[src/rtl/jtframe_prog_pkg.sv]
// rtl/jtframe_prog_pkg.sv - shared types and constants for the ROM-download packer
package jtframe_prog_pkg;

    // Widest word address a packed word can carry; the top slices it to SDRAMW
    localparam int ADDRW_MAX = 26;

    // Active-low byte enables, bit 0 is the low byte
    localparam logic [1:0] MASK_FULL = 2'b00;
    localparam logic [1:0] MASK_LO   = 2'b10;
    localparam logic [1:0] MASK_HI   = 2'b01;
    localparam logic [1:0] MASK_NONE = 2'b11;

    typedef struct packed {
        logic [1:0]           ba;
        logic [ADDRW_MAX-1:0] addr;
        logic [15:0]          data;
        logic [1:0]           mask;
    } prog_word_t;

    typedef enum logic {
        ST_IDLE = 1'b0,
        ST_WAIT = 1'b1
    } issue_state_t;

    function automatic prog_word_t pack_word(input logic [1:0] ba, input logic [ADDRW_MAX-1:0] addr,
                                             input logic [15:0] data, input logic [1:0] mask);
        prog_word_t w;
        w.ba   = ba;
        w.addr = addr;
        w.data = data;
        w.mask = mask;
        return w;
    endfunction

endpackage

[src/rtl/jtframe_prog_packer_if.sv]
// rtl/jtframe_prog_packer_if.sv - SDRAM programming-port bundle
interface jtframe_prog_packer_if #(
    parameter int SDRAMW = 22
);
    logic [SDRAMW-1:0] prog_addr;
    logic [15:0]       prog_data;
    logic [1:0]        prog_mask;
    logic [1:0]        prog_ba;
    logic              prog_we;
    logic              prog_rdy;

    modport master (
        output prog_addr, prog_data, prog_mask, prog_ba, prog_we,
        input  prog_rdy
    );

    modport slave (
        input  prog_addr, prog_data, prog_mask, prog_ba, prog_we,
        output prog_rdy
    );
endinterface

[src/rtl/jtframe_prog_fifo.sv]
// rtl/jtframe_prog_fifo.sv - first-word-fall-through FIFO of packed program words
module jtframe_prog_fifo
    import jtframe_prog_pkg::*;
#(
    parameter int FIFOW = 2
) (
    input  logic       clk,
    input  logic       rst,
    input  logic       push_i,
    input  prog_word_t din_i,
    input  logic       pop_i,
    output prog_word_t dout_o,
    output logic       full_o,
    output logic       empty_o,
    output logic       drop_o
);
    localparam int DEPTH = 1 << FIFOW;

    prog_word_t       mem_q [DEPTH];
    logic [FIFOW:0]   wr_ptr_q, rd_ptr_q;
    logic             do_push, do_pop;

    // Pointers carry one extra wrap bit so full and empty are distinguishable
    assign empty_o = (wr_ptr_q == rd_ptr_q);
    assign full_o  = (wr_ptr_q[FIFOW] != rd_ptr_q[FIFOW]) &&
                     (wr_ptr_q[FIFOW-1:0] == rd_ptr_q[FIFOW-1:0]);
    assign do_pop  = pop_i & ~empty_o;
    // A pop in the same cycle frees the slot, so a push while full still lands
    assign do_push = push_i & (~full_o | do_pop);
    assign drop_o  = push_i & ~do_push;
    assign dout_o  = mem_q[rd_ptr_q[FIFOW-1:0]];

    // Storage write and pointer advance
    always_ff @(posedge clk) begin
        if (rst) begin
            wr_ptr_q <= '0;
            rd_ptr_q <= '0;
        end else begin
            if (do_push) begin
                mem_q[wr_ptr_q[FIFOW-1:0]] <= din_i;
                wr_ptr_q <= wr_ptr_q + (FIFOW+1)'(1);
            end
            if (do_pop) begin
                rd_ptr_q <= rd_ptr_q + (FIFOW+1)'(1);
            end
        end
    end
endmodule

[src/rtl/jtframe_prog_packer.sv]
// rtl/jtframe_prog_packer.sv - ioctl byte stream to SDRAM programming-port packer
module jtframe_prog_packer
    import jtframe_prog_pkg::*;
#(
    parameter int          SDRAMW    = 22,
    parameter int unsigned HEADER    = 0,
    parameter logic [25:0] BA1_START = 26'h100_0000,
    parameter logic [25:0] BA2_START = 26'h200_0000,
    parameter logic [25:0] BA3_START = 26'h300_0000,
    parameter int          FIFOW     = 2
) (
    input  logic                  clk,
    input  logic                  rst,
    input  logic                  downloading,
    input  logic [25:0]           ioctl_addr,
    input  logic [7:0]            ioctl_dout,
    input  logic                  ioctl_wr,
    jtframe_prog_packer_if.master prog,
    output logic                  dwnld_busy,
    output logic                  ovf
);
    localparam logic [25:0] HDR = 26'(HEADER);

    logic              acc, rise, fall, pv, match;
    logic [25:0]       eff, off;
    logic [1:0]        ba;
    logic [SDRAMW-1:0] waddr;

    logic              dl_q, part_valid_q, part_valid_d, push_q, push_d, stale_d, ovf_q;
    logic [1:0]        part_ba_q, part_ba_d;
    logic [SDRAMW-1:0] part_addr_q, part_addr_d;
    logic [7:0]        part_lo_q, part_lo_d;
    prog_word_t        push_word_q, push_word_d;

    logic              fifo_pop, fifo_full, fifo_empty, fifo_drop;
    prog_word_t        fifo_head;

    issue_state_t      state_q;
    logic              we_q;
    logic [SDRAMW-1:0] addr_q;
    logic [15:0]       data_q;
    logic [1:0]        mask_q, ba_q;
    logic              unused_bits;

    assign acc   = ioctl_wr & downloading & (ioctl_addr >= HDR);
    assign eff   = ioctl_addr - HDR;
    assign rise  = downloading & ~dl_q;
    assign fall  = ~downloading & dl_q;
    // A rising download edge invalidates the partial even for a byte in the same cycle
    assign pv    = part_valid_q & ~rise;
    assign waddr = off[SDRAMW:1];
    assign match = pv && (part_ba_q == ba) && (part_addr_q == waddr);

    // Bank selection: highest region whose start the address has reached
    always_comb begin
        ba  = 2'd0;
        off = eff;
        if (eff >= BA3_START) begin
            ba  = 2'd3;
            off = eff - BA3_START;
        end else if (eff >= BA2_START) begin
            ba  = 2'd2;
            off = eff - BA2_START;
        end else if (eff >= BA1_START) begin
            ba  = 2'd1;
            off = eff - BA1_START;
        end
    end

    // Packer next state: at most one word pushed per accepted byte or falling edge
    always_comb begin
        part_valid_d = part_valid_q;
        part_ba_d    = part_ba_q;
        part_addr_d  = part_addr_q;
        part_lo_d    = part_lo_q;
        push_d       = 1'b0;
        push_word_d  = push_word_q;
        stale_d      = 1'b0;
        if (rise) begin
            part_valid_d = 1'b0;
        end
        if (fall && part_valid_q) begin
            push_d       = 1'b1;
            push_word_d  = pack_word(part_ba_q, ADDRW_MAX'(part_addr_q), {part_lo_q, part_lo_q}, MASK_LO);
            part_valid_d = 1'b0;
        end else if (acc) begin
            if (!eff[0]) begin
                if (pv) begin
                    push_d      = 1'b1;
                    push_word_d = pack_word(part_ba_q, ADDRW_MAX'(part_addr_q), {part_lo_q, part_lo_q}, MASK_LO);
                end
                part_valid_d = 1'b1;
                part_ba_d    = ba;
                part_addr_d  = waddr;
                part_lo_d    = ioctl_dout;
            end else if (match) begin
                push_d       = 1'b1;
                push_word_d  = pack_word(ba, ADDRW_MAX'(waddr), {ioctl_dout, part_lo_q}, MASK_FULL);
                part_valid_d = 1'b0;
            end else begin
                push_d       = 1'b1;
                push_word_d  = pack_word(ba, ADDRW_MAX'(waddr), {ioctl_dout, ioctl_dout}, MASK_HI);
                part_valid_d = 1'b0;
                stale_d      = pv;
            end
        end
    end

    // Packer registers, push stage and sticky error flag
    always_ff @(posedge clk) begin
        if (rst) begin
            dl_q         <= 1'b0;
            part_valid_q <= 1'b0;
            part_ba_q    <= 2'd0;
            part_addr_q  <= '0;
            part_lo_q    <= 8'd0;
            push_q       <= 1'b0;
            push_word_q  <= '0;
            ovf_q        <= 1'b0;
        end else begin
            dl_q         <= downloading;
            part_valid_q <= part_valid_d;
            part_ba_q    <= part_ba_d;
            part_addr_q  <= part_addr_d;
            part_lo_q    <= part_lo_d;
            push_q       <= push_d;
            push_word_q  <= push_word_d;
            ovf_q        <= ovf_q | stale_d | fifo_drop;
        end
    end

    jtframe_prog_fifo #(.FIFOW(FIFOW)) u_fifo (
        .clk     (clk),
        .rst     (rst),
        .push_i  (push_q),
        .din_i   (push_word_q),
        .pop_i   (fifo_pop),
        .dout_o  (fifo_head),
        .full_o  (fifo_full),
        .empty_o (fifo_empty),
        .drop_o  (fifo_drop)
    );

    assign fifo_pop = (state_q == ST_WAIT) & prog.prog_rdy;

    // Issuer: latch the FIFO head onto the bus and hold it until the controller acknowledges
    always_ff @(posedge clk) begin
        if (rst) begin
            state_q <= ST_IDLE;
            we_q    <= 1'b0;
            addr_q  <= '0;
            data_q  <= 16'd0;
            mask_q  <= MASK_NONE;
            ba_q    <= 2'd0;
        end else begin
            case (state_q)
                ST_IDLE: begin
                    if (!fifo_empty) begin
                        addr_q  <= fifo_head.addr[SDRAMW-1:0];
                        data_q  <= fifo_head.data;
                        mask_q  <= fifo_head.mask;
                        ba_q    <= fifo_head.ba;
                        we_q    <= 1'b1;
                        state_q <= ST_WAIT;
                    end
                end
                ST_WAIT: begin
                    if (prog.prog_rdy) begin
                        we_q    <= 1'b0;
                        state_q <= ST_IDLE;
                    end
                end
                default: state_q <= ST_IDLE;
            endcase
        end
    end

    assign prog.prog_we   = we_q;
    assign prog.prog_addr = addr_q;
    assign prog.prog_data = data_q;
    assign prog.prog_mask = mask_q;
    assign prog.prog_ba   = ba_q;

    // The push stage counts as pending work so busy has no gap between packer and FIFO
    assign dwnld_busy = downloading | part_valid_q | push_q | ~fifo_empty | we_q;
    assign ovf        = ovf_q;

    assign unused_bits = ^{off[0], off[25:SDRAMW+1], fifo_head.addr[ADDRW_MAX-1:SDRAMW], fifo_full};
endmodule
[src/flat_wrapper.sv]
// flat-port wrapper written by rule: the top's interface ports become plain ports
module jtframe_prog_packer_flat import jtframe_prog_pkg::*;
#(
    parameter int          SDRAMW    = 22,
    parameter int unsigned HEADER    = 0,
    parameter logic [25:0] BA1_START = 26'h100_0000,
    parameter logic [25:0] BA2_START = 26'h200_0000,
    parameter logic [25:0] BA3_START = 26'h300_0000,
    parameter int          FIFOW     = 2
)
  (clk, rst, downloading, ioctl_addr, ioctl_dout, ioctl_wr, dwnld_busy, ovf, prog_prog_addr, prog_prog_data, prog_prog_mask, prog_prog_ba, prog_prog_we, prog_prog_rdy);
  jtframe_prog_packer_if #(.SDRAMW(SDRAMW)) prog_i ();
  input  logic clk;
  input  logic rst;
  input  logic downloading;
  input  logic [25:0] ioctl_addr;
  input  logic [7:0] ioctl_dout;
  input  logic ioctl_wr;
  output logic dwnld_busy;
  output logic ovf;
  output wire logic [$bits(prog_i.prog_addr)-1:0] prog_prog_addr;
  output wire logic [$bits(prog_i.prog_data)-1:0] prog_prog_data;
  output wire logic [$bits(prog_i.prog_mask)-1:0] prog_prog_mask;
  output wire logic [$bits(prog_i.prog_ba)-1:0] prog_prog_ba;
  output wire logic [$bits(prog_i.prog_we)-1:0] prog_prog_we;
  input wire logic [$bits(prog_i.prog_rdy)-1:0] prog_prog_rdy;
  assign prog_prog_addr = prog_i.prog_addr;
  assign prog_prog_data = prog_i.prog_data;
  assign prog_prog_mask = prog_i.prog_mask;
  assign prog_prog_ba = prog_i.prog_ba;
  assign prog_prog_we = prog_i.prog_we;
  assign prog_i.prog_rdy = prog_prog_rdy;
  jtframe_prog_packer #(.SDRAMW(SDRAMW), .HEADER(HEADER), .BA1_START(BA1_START), .BA2_START(BA2_START), .BA3_START(BA3_START), .FIFOW(FIFOW)) u_core (.clk(clk), .rst(rst), .downloading(downloading), .ioctl_addr(ioctl_addr), .ioctl_dout(ioctl_dout), .ioctl_wr(ioctl_wr), .prog(prog_i), .dwnld_busy(dwnld_busy), .ovf(ovf));
endmodule
[config.mk]
export PLATFORM = sky130hd
export DESIGN_NAME = jtframe_prog_packer_flat
export DESIGN_NICKNAME = d
export VERILOG_FILES = /design/src/rtl/jtframe_prog_pkg.sv /design/src/rtl/jtframe_prog_packer_if.sv /design/src/rtl/jtframe_prog_fifo.sv /design/src/rtl/jtframe_prog_packer.sv /design/src/flat_wrapper.sv
export SDC_FILE = /design/constraint.sdc
export NUM_CORES = 1
export LEC_CHECK = 0
export ABC_AREA = 1
export BUFFER_PORTS_ARGS = -buffer_cell sky130_fd_sc_hd__buf_2
export CORE_UTILIZATION = 64
export DETAILED_ROUTE_END_ITERATION = 6
export PLACE_DENSITY = 0.84
export SYNTH_ARGS = -nofsm -noshare
export SYNTH_HDL_FRONTEND = slang
export SYNTH_SLANG_ARGS = --single-unit
[constraint.sdc]
create_clock -name clk -period 11 [get_ports clk]
set_input_delay 2.2 -clock clk [delete_from_list [all_inputs] [get_ports clk]]
set_output_delay 2.2 -clock clk [all_outputs]
set_load 0.05 [all_outputs]
==> results.md, run 1 <==
- Status: finished, final reports clean
- Die W: 138 microns
- Root buf cell: clkbuf_16
- Power, Total: 2.40 mW
- FFs w/ async S/R, synth: 0%
- Clk sinks: 296
- Placed Cells: 1466
- Sequential Power Share: 51.4%
- Critical R2R Launch: u_core.u_fifo.rd_ptr_q[0]
- DRT antenna net count: 0
- Pre-antenna DRT Iters: 5
- RSZ-0062 raised after global routing: false
- Final wirelength: 27.0 mm
- Power per Cell Area: 181 nW/um^2
- Internal cell power: 1.80 mW
- Hold endpoint: u_core.part_addr_q[19]
- Die area: 19000 sq um
- Post-Syn Instances: 1218
- Antenna violations before repair: 0
- Vias in the first global route: 8306
- Setup repair bufs after CTS: 0
- R2r setup slk: 7.82 ns
- Total grt overflow: 0
- Num ports: 84
- Switching Fraction: 24.9%
- Core Util, Final: 73.3%
- Layout cells sized above 1: 12.3%
- Comb pwr share: 9.7%
- Worst setup margin: 5.78 ns
- Dpl cell area: 12300 sq um
- Port Buffers: 82
- Final slew viol count: 0
- Total track usage: 28.7%
- Final setup fails: 0
- CP dominant cell by count: buf_2
- Slew Limit Headroom: 24.3%
- Fin. Hold Viols: 0
- Starting DRT DRC Count: 865
- Hold slack: 0.489 ns
- Clock Path Buffers: 3
- Warnings, synthesis: 0
- Final HPWL DP: 15.1 mm
- Yosys cell types: 37
- WL/cell: 17.8 microns
- Max IR drop VDD: 0.000124 V
- Lkg Pwr: 5.30 nW
- Period utilization: 47.4%
- Post-Layout Cell Count: 1518
- DRC: 0
- Total Neg Setup Slack: 0 ns
- Core area: 18000 sq um
- #FFs+latches synth: 296
- Crit path largest cell delay: 0.35 ns
- Post-synth EDFFs: 168
- CP Max Fanout: 4
- Largest net degree at the start of global routing: 119
- Clk pin slew, worst setup/hold paths: 0.06 ns
- Psw: 0.597 mW
- Most frequent cells in the layout: nor2_1 (191), o21ai_0 (169), edfxtp_1 (168)
- Fmax: 192 MHz
- Worst skew pair latency: 0.54 ns
- Worst Clk Skew: 0.0216 ns
- CTS tree: built
- Worst Min Path Start: u_core.part_addr_q[19]
- Reg2reg end: u_core.u_fifo.mem_q[3][0]
- CP required: 8.80 ns
- Critical Path Start Type: input port
- Post-synthesis average cell area: 9.71 sq um
- Area growth syn-to-layout: 11.7%
- CTS H-tree lvls: 1
- Commonest non-fill, non-tap cell in the layout: nor2_1
- Clock power share: 39.0%
- Resize count post-CTS: 0
- Vias: 8931
- Hold depth: 2
- Post-synthesis sequential area ratio: 64.3%
- Row Count: 49
- GPL Wtd Cong: 0.847
- Setup crit end kind: output pin
- Final-stage net count: 1311
- Ant. Diodes: 0
- Hold Path Class: reg -> reg
- Critical Path AT: 3.02 ns
- Final std cell area, no fill: 13200 sq um
- First-pass GRT wire length: 41.9 mm
- Synthesized area: 11800 sq um
- Vias per cell: 5.88
- Crit path from: downloading
- Final Critical Period: 5.22 ns
- Hold_buf cts: 0
- Setup WS pre-CTS: 5.83 ns
- Net count after synthesis: 1262
- Die height: 138 microns
- Initial core utilization: 65.6%
- WS Path Type: in -> out
- Worst path cell trace: buf_2 -> nor4_1 -> nand2_1 -> buf_2
- Post-synth top flop: edfxtp_1
- Crit-path slowest cell: nor4_1
- Max-cap violation count: 0
- Cts bufs inserted: 28
- Reg2Reg Depth: 9
- Slew @ Worst Pin: 1.14 ns
cell usage after synthesis (2+ instances only):
cell type	n	share of area, %
nor2_1	195	6.2
a21oi_1	105	4.4
xor2_1	5	0.37
buf_1	2	0.063
inv_2	8	0.25
o21ai_0	169	7.1
dfxtp_1	128	22
buf_4	3	0.19
nand2_2	2	0.11
clkbuf_1	45	1.4
ha_1	5	0.53
nand3_1	42	1.8
a22oi_1	7	0.44
xnor2_1	4	0.30
inv_1	77	2.4
nand2_1	163	5.2
o21ai_1	9	0.38
nor2_2	3	0.16
edfxtp_1	168	43
buf_2	22	0.93
a31oi_1	40	2.1
critical path, delay by kind of cell:
kind                   cells  cell delay (ns)
buffers and inverters      2             0.37
AND/OR/NAND/NOR            2             0.45
state kept, by name, summed over array words and instances (netlist names):
register                count
u_core.dl_q                 1
u_core.ovf                  1
u_core.part_addr_q         22
u_core.part_ba_q            2
u_core.part_lo_q            8
u_core.part_valid_q         1
u_core.prog.prog_addr      22
u_core.prog.prog_ba         2
u_core.prog.prog_data      16
u_core.prog.prog_mask       2
u_core.prog.prog_we         1
u_core.push_q               1
u_core.push_word_q         42
u_core.state_q              1
u_core.u_fifo.mem_q       168
u_core.u_fifo.rd_ptr_q      3
u_core.u_fifo.wr_ptr_q      3
per-layer routing:
layer | track usage (%) | wire, microns | up-vias
met5 | 0 | 0 | -
met1 | 40.1 | 11100 | 4181
li1 | - | - | 4265
met2 | 47.6 | 13000 | 436
met3 | 3.25 | 2410 | 49
met4 | 8.03 | 499 | 0
worst max path at each step:
stage,end,depth (start not counted)
2_1_floorplan,u_core.u_fifo.mem_q[0][0],5
3_3_place_gp,dwnld_busy,4
3_5_place_dp,dwnld_busy,4
4_1_cts,dwnld_busy,4
5_1_grt,dwnld_busy,4
6_report,dwnld_busy,4
power by group through the flow:
stage / Clock, mW / Sequential, mW / Combinational (mW)
after floorplan: 0 / 1.31 / 0.103
after global placement: 0 / 1.25 / 0.221
after detailed placement: 0 / 1.25 / 0.227
after CTS: 0.933 / 1.23 / 0.230
after global routing: 0.980 / 1.23 / 0.252
final: 0.934 / 1.23 / 0.231
cell families after synthesis:
family | after synthesis | synth area share (%)
XOR/XNOR | 9 | 0.666
flip-flops | 296 | 64.3
AND/OR/NAND/NOR | 408 | 13.7
adder cells (fa/ha/maj) | 5 | 0.529
AO/OA/AOI/OAI | 341 | 15.4
buffers and inverters | 159 | 5.46
layout make-up:
cell class	instances	area, sq um
fill	1204	4810
multi-input combinational	763	3610
inverter	86	325
tap	229	287
timing repair buffer	92	485
clock inverter	16	124
clock buffer	36	772
sequential	296	7610
Note: power is estimated with default switching activity, not from simulation.
==> inputs of run 2 (changes only) <==
--- a/config.mk
+++ b/config.mk
@@ -7,9 +7,9 @@
 export LEC_CHECK = 0
 export ABC_AREA = 1
 export BUFFER_PORTS_ARGS = -buffer_cell sky130_fd_sc_hd__buf_2
-export CORE_UTILIZATION = 64
+export CORE_UTILIZATION = 54
 export DETAILED_ROUTE_END_ITERATION = 6
-export PLACE_DENSITY = 0.84
+export PLACE_DENSITY = 0.75
 export SYNTH_ARGS = -nofsm -noshare
 export SYNTH_HDL_FRONTEND = slang
 export SYNTH_SLANG_ARGS = --single-unit
==> constraint.sdc (replaced) <==
create_clock -name clk -period 4.23 [get_ports clk]
set_input_delay 0.846 -clock clk [delete_from_list [all_inputs] [get_ports clk]]
set_output_delay 0.846 -clock clk [all_outputs]
set_load 0.05 [all_outputs]
==> run 2 against run 1 <==
  * Routed wire length decreased by 0.86%
  * Sequential power increased to 2.6 times the previous value
  * Cell area increased by 1.5%
  * Hold slack got worse by 0.0025 ns
==> results.md, run 2 (synthesized netlist as in run 1, its figures left out) <==
- Die area: 22500 sq um
- Fin. Hold Viols: 0
- Reg2reg end: u_core.u_fifo.mem_q[3][31]
- Commonest non-fill, non-tap cell in the layout: nor2_1
- GPL Wtd Cong: 0.819
- Switching Fraction: 24.8%
- Dpl cell area: 12400 sq um
- Clock Path Buffers: 3
- Num ports: 84
- Row Count: 53
- Critical Path AT: 1.94 ns
- Core area: 21200 sq um
- Total Neg Setup Slack: 0 ns
- Final-stage net count: 1315
- Slew Limit Headroom: 36.0%
- Cts bufs inserted: 29
- Crit path largest cell delay: 0.33 ns
- Max-cap violation count: 0
- Initial core utilization: 55.8%
- Clock power share: 40.9%
- CP Max Fanout: 5
- Critical R2R Launch: u_core.u_fifo.rd_ptr_q[2]
- Period utilization: 65.9%
- Crit-path slowest cell: dfxtp_1
- DRT antenna net count: 0
- Most frequent cells in the layout: nor2_1 (191), o21ai_0 (169), edfxtp_1 (168)
- Hold depth: 2
- WS Path Type: reg -> out
- Sequential Power Share: 49.8%
- Met1 WL: 11.7 mm
- Layout cells sized above 1: 12.9%
- Antenna violations before repair: 0
- Resize count post-CTS: 0
- Die W: 150 microns
- Die height: 150 microns
- Number of flip-flops in the largest register: 168
- DRC: 0
- Worst Clk Skew: 0.0113 ns
- Reg2Reg Depth: 8
- CTS H-tree lvls: 1
- Ant. Diodes: 0
- WL met2: 12.4 mm
- Worst path cell trace: inv_1 -> nand2_1 -> a21oi_2 -> nand2_2 -> nor4_1 -> nand2_1 -> buf_2
- Status: finished, final reports clean
- Internal cell power: 4.84 mW
- Total track usage: 24.3%
- Final std cell area, no fill: 13400 sq um
- WL/cell: 17.1 microns
- Clk sinks: 296
- Setup repair bufs after CTS: 0
- Area growth syn-to-layout: 13.3%
- Clk pin slew, worst setup/hold paths: 0.06 ns
- Hold Path Class: reg -> reg
- Max IR drop VDD: 0.000309 V
- Met3 wire len: 2.21 mm
- Final HPWL DP: 15.2 mm
- Total grt overflow: 0
- Pre-antenna DRT Iters: 5
- Lkg Pwr: 5.35 nW
- Starting DRT DRC Count: 827
- Vias in the first global route: 8118
- Critical Path Start Type: flop
- Root buf cell: clkbuf_16
- Comb pwr share: 9.4%
- Final Critical Period: 2.79 ns
- Vias per cell: 5.60
- Worst Min Path Start: u_core.part_addr_q[19]
- Final slew viol count: 0
- Top Metal Used: met4
- RSZ-0062 raised after global routing: false
- Setup crit end kind: output pin
- Psw: 1.59 mW
- CP dominant cell by count: nand2_1
- Final setup fails: 0
- CTS tree: built
- Vias: 8773
- Slew @ Worst Pin: 0.960 ns
- R2r setup slk: 1.79 ns
- First-pass GRT wire length: 42.5 mm
- Hold slack: 0.487 ns
- Worst skew pair latency: 0.54 ns
- Port Buffers: 82
- CP required: 3.38 ns
- Hold endpoint: u_core.part_addr_q[19]
- Largest net degree at the start of global routing: 88
- Hold_buf cts: 0
- Power per Cell Area: 480 nW/um^2
- Final wirelength: 26.8 mm
- Fmax: 359 MHz
==> run 2: changes by cell type in the layout (fill, tap and decap cells not counted), sizes merged <==
cell	change
buf	+3
bufinv	+1
clkbuf	+3
clkinv	-5
clkinvlp	+1
inv	+1
==> run 2: power groups by stage <==
stage	Combinational (mW)	Clock, mW	Sequential, mW
after floorplan	0.267	0	3.42
after global placement	0.586	0	3.25
after detailed placement	0.597	0	3.26
after CTS	0.602	2.65	3.20
after global routing	0.655	2.76	3.21
final	0.602	2.63	3.20
==> run 2: area by class of cell <==
class	instances	area (sq um)
Tap cell	275	344
Sequential cell	296	7610
Clock buffer	39	833
Fill cell	1715	7820
Clock inverter	14	151
Multi-Input combinational cell	763	3610
Inverter	86	325
Timing Repair Buffer	95	533
==> run 2: layer usage <==
layer  vias to the layer above  global-route usage [%]
li1                       4270                       -
met1                      4089                    35.1
met2                       375                    39.1
met3                        39                    2.59
met4                         0                    6.41
met5                         -                       0
==> run 2: worst max-delay path: cells and delay by family (launching register included) <==
family          cells  cell delay (ns)
simple gates        4             0.48
buf+inv             2             0.39
flops               1             0.33
compound gates      1             0.20
==> run 2: metrics by stage <==
step                      setup WS [ns]  utilization, %  cells  power [mW]
final                              1.44            63.2   1568        6.43
after global routing               1.22            63.2   1568        6.63
after CTS                          1.44            63.2   1568        6.45
after detailed placement           1.07            58.5   1515        3.86
after global placement             1.06            58.5   1515        3.84
after floorplan                   0.496               -   1218        3.68
==> run 2: how the worst max path moves through the flow <==
| stage | slack [ns] | start | cells past startpoint | to |
|---|---|---|---|---|
| CTS | 1.44 | u_core.u_fifo.wr_ptr_q[0] | 7 | dwnld_busy |
| finish | 1.44 | u_core.u_fifo.wr_ptr_q[0] | 7 | dwnld_busy |
| global placement | 1.06 | rst | 5 | u_core.u_fifo.mem_q[3][33] |
| detailed placement | 1.07 | rst | 5 | u_core.u_fifo.mem_q[3][33] |
| global route | 1.22 | u_core.u_fifo.wr_ptr_q[0] | 7 | dwnld_busy |
| floorplan | 0.50 | rst | 5 | u_core.u_fifo.mem_q[0][0] |
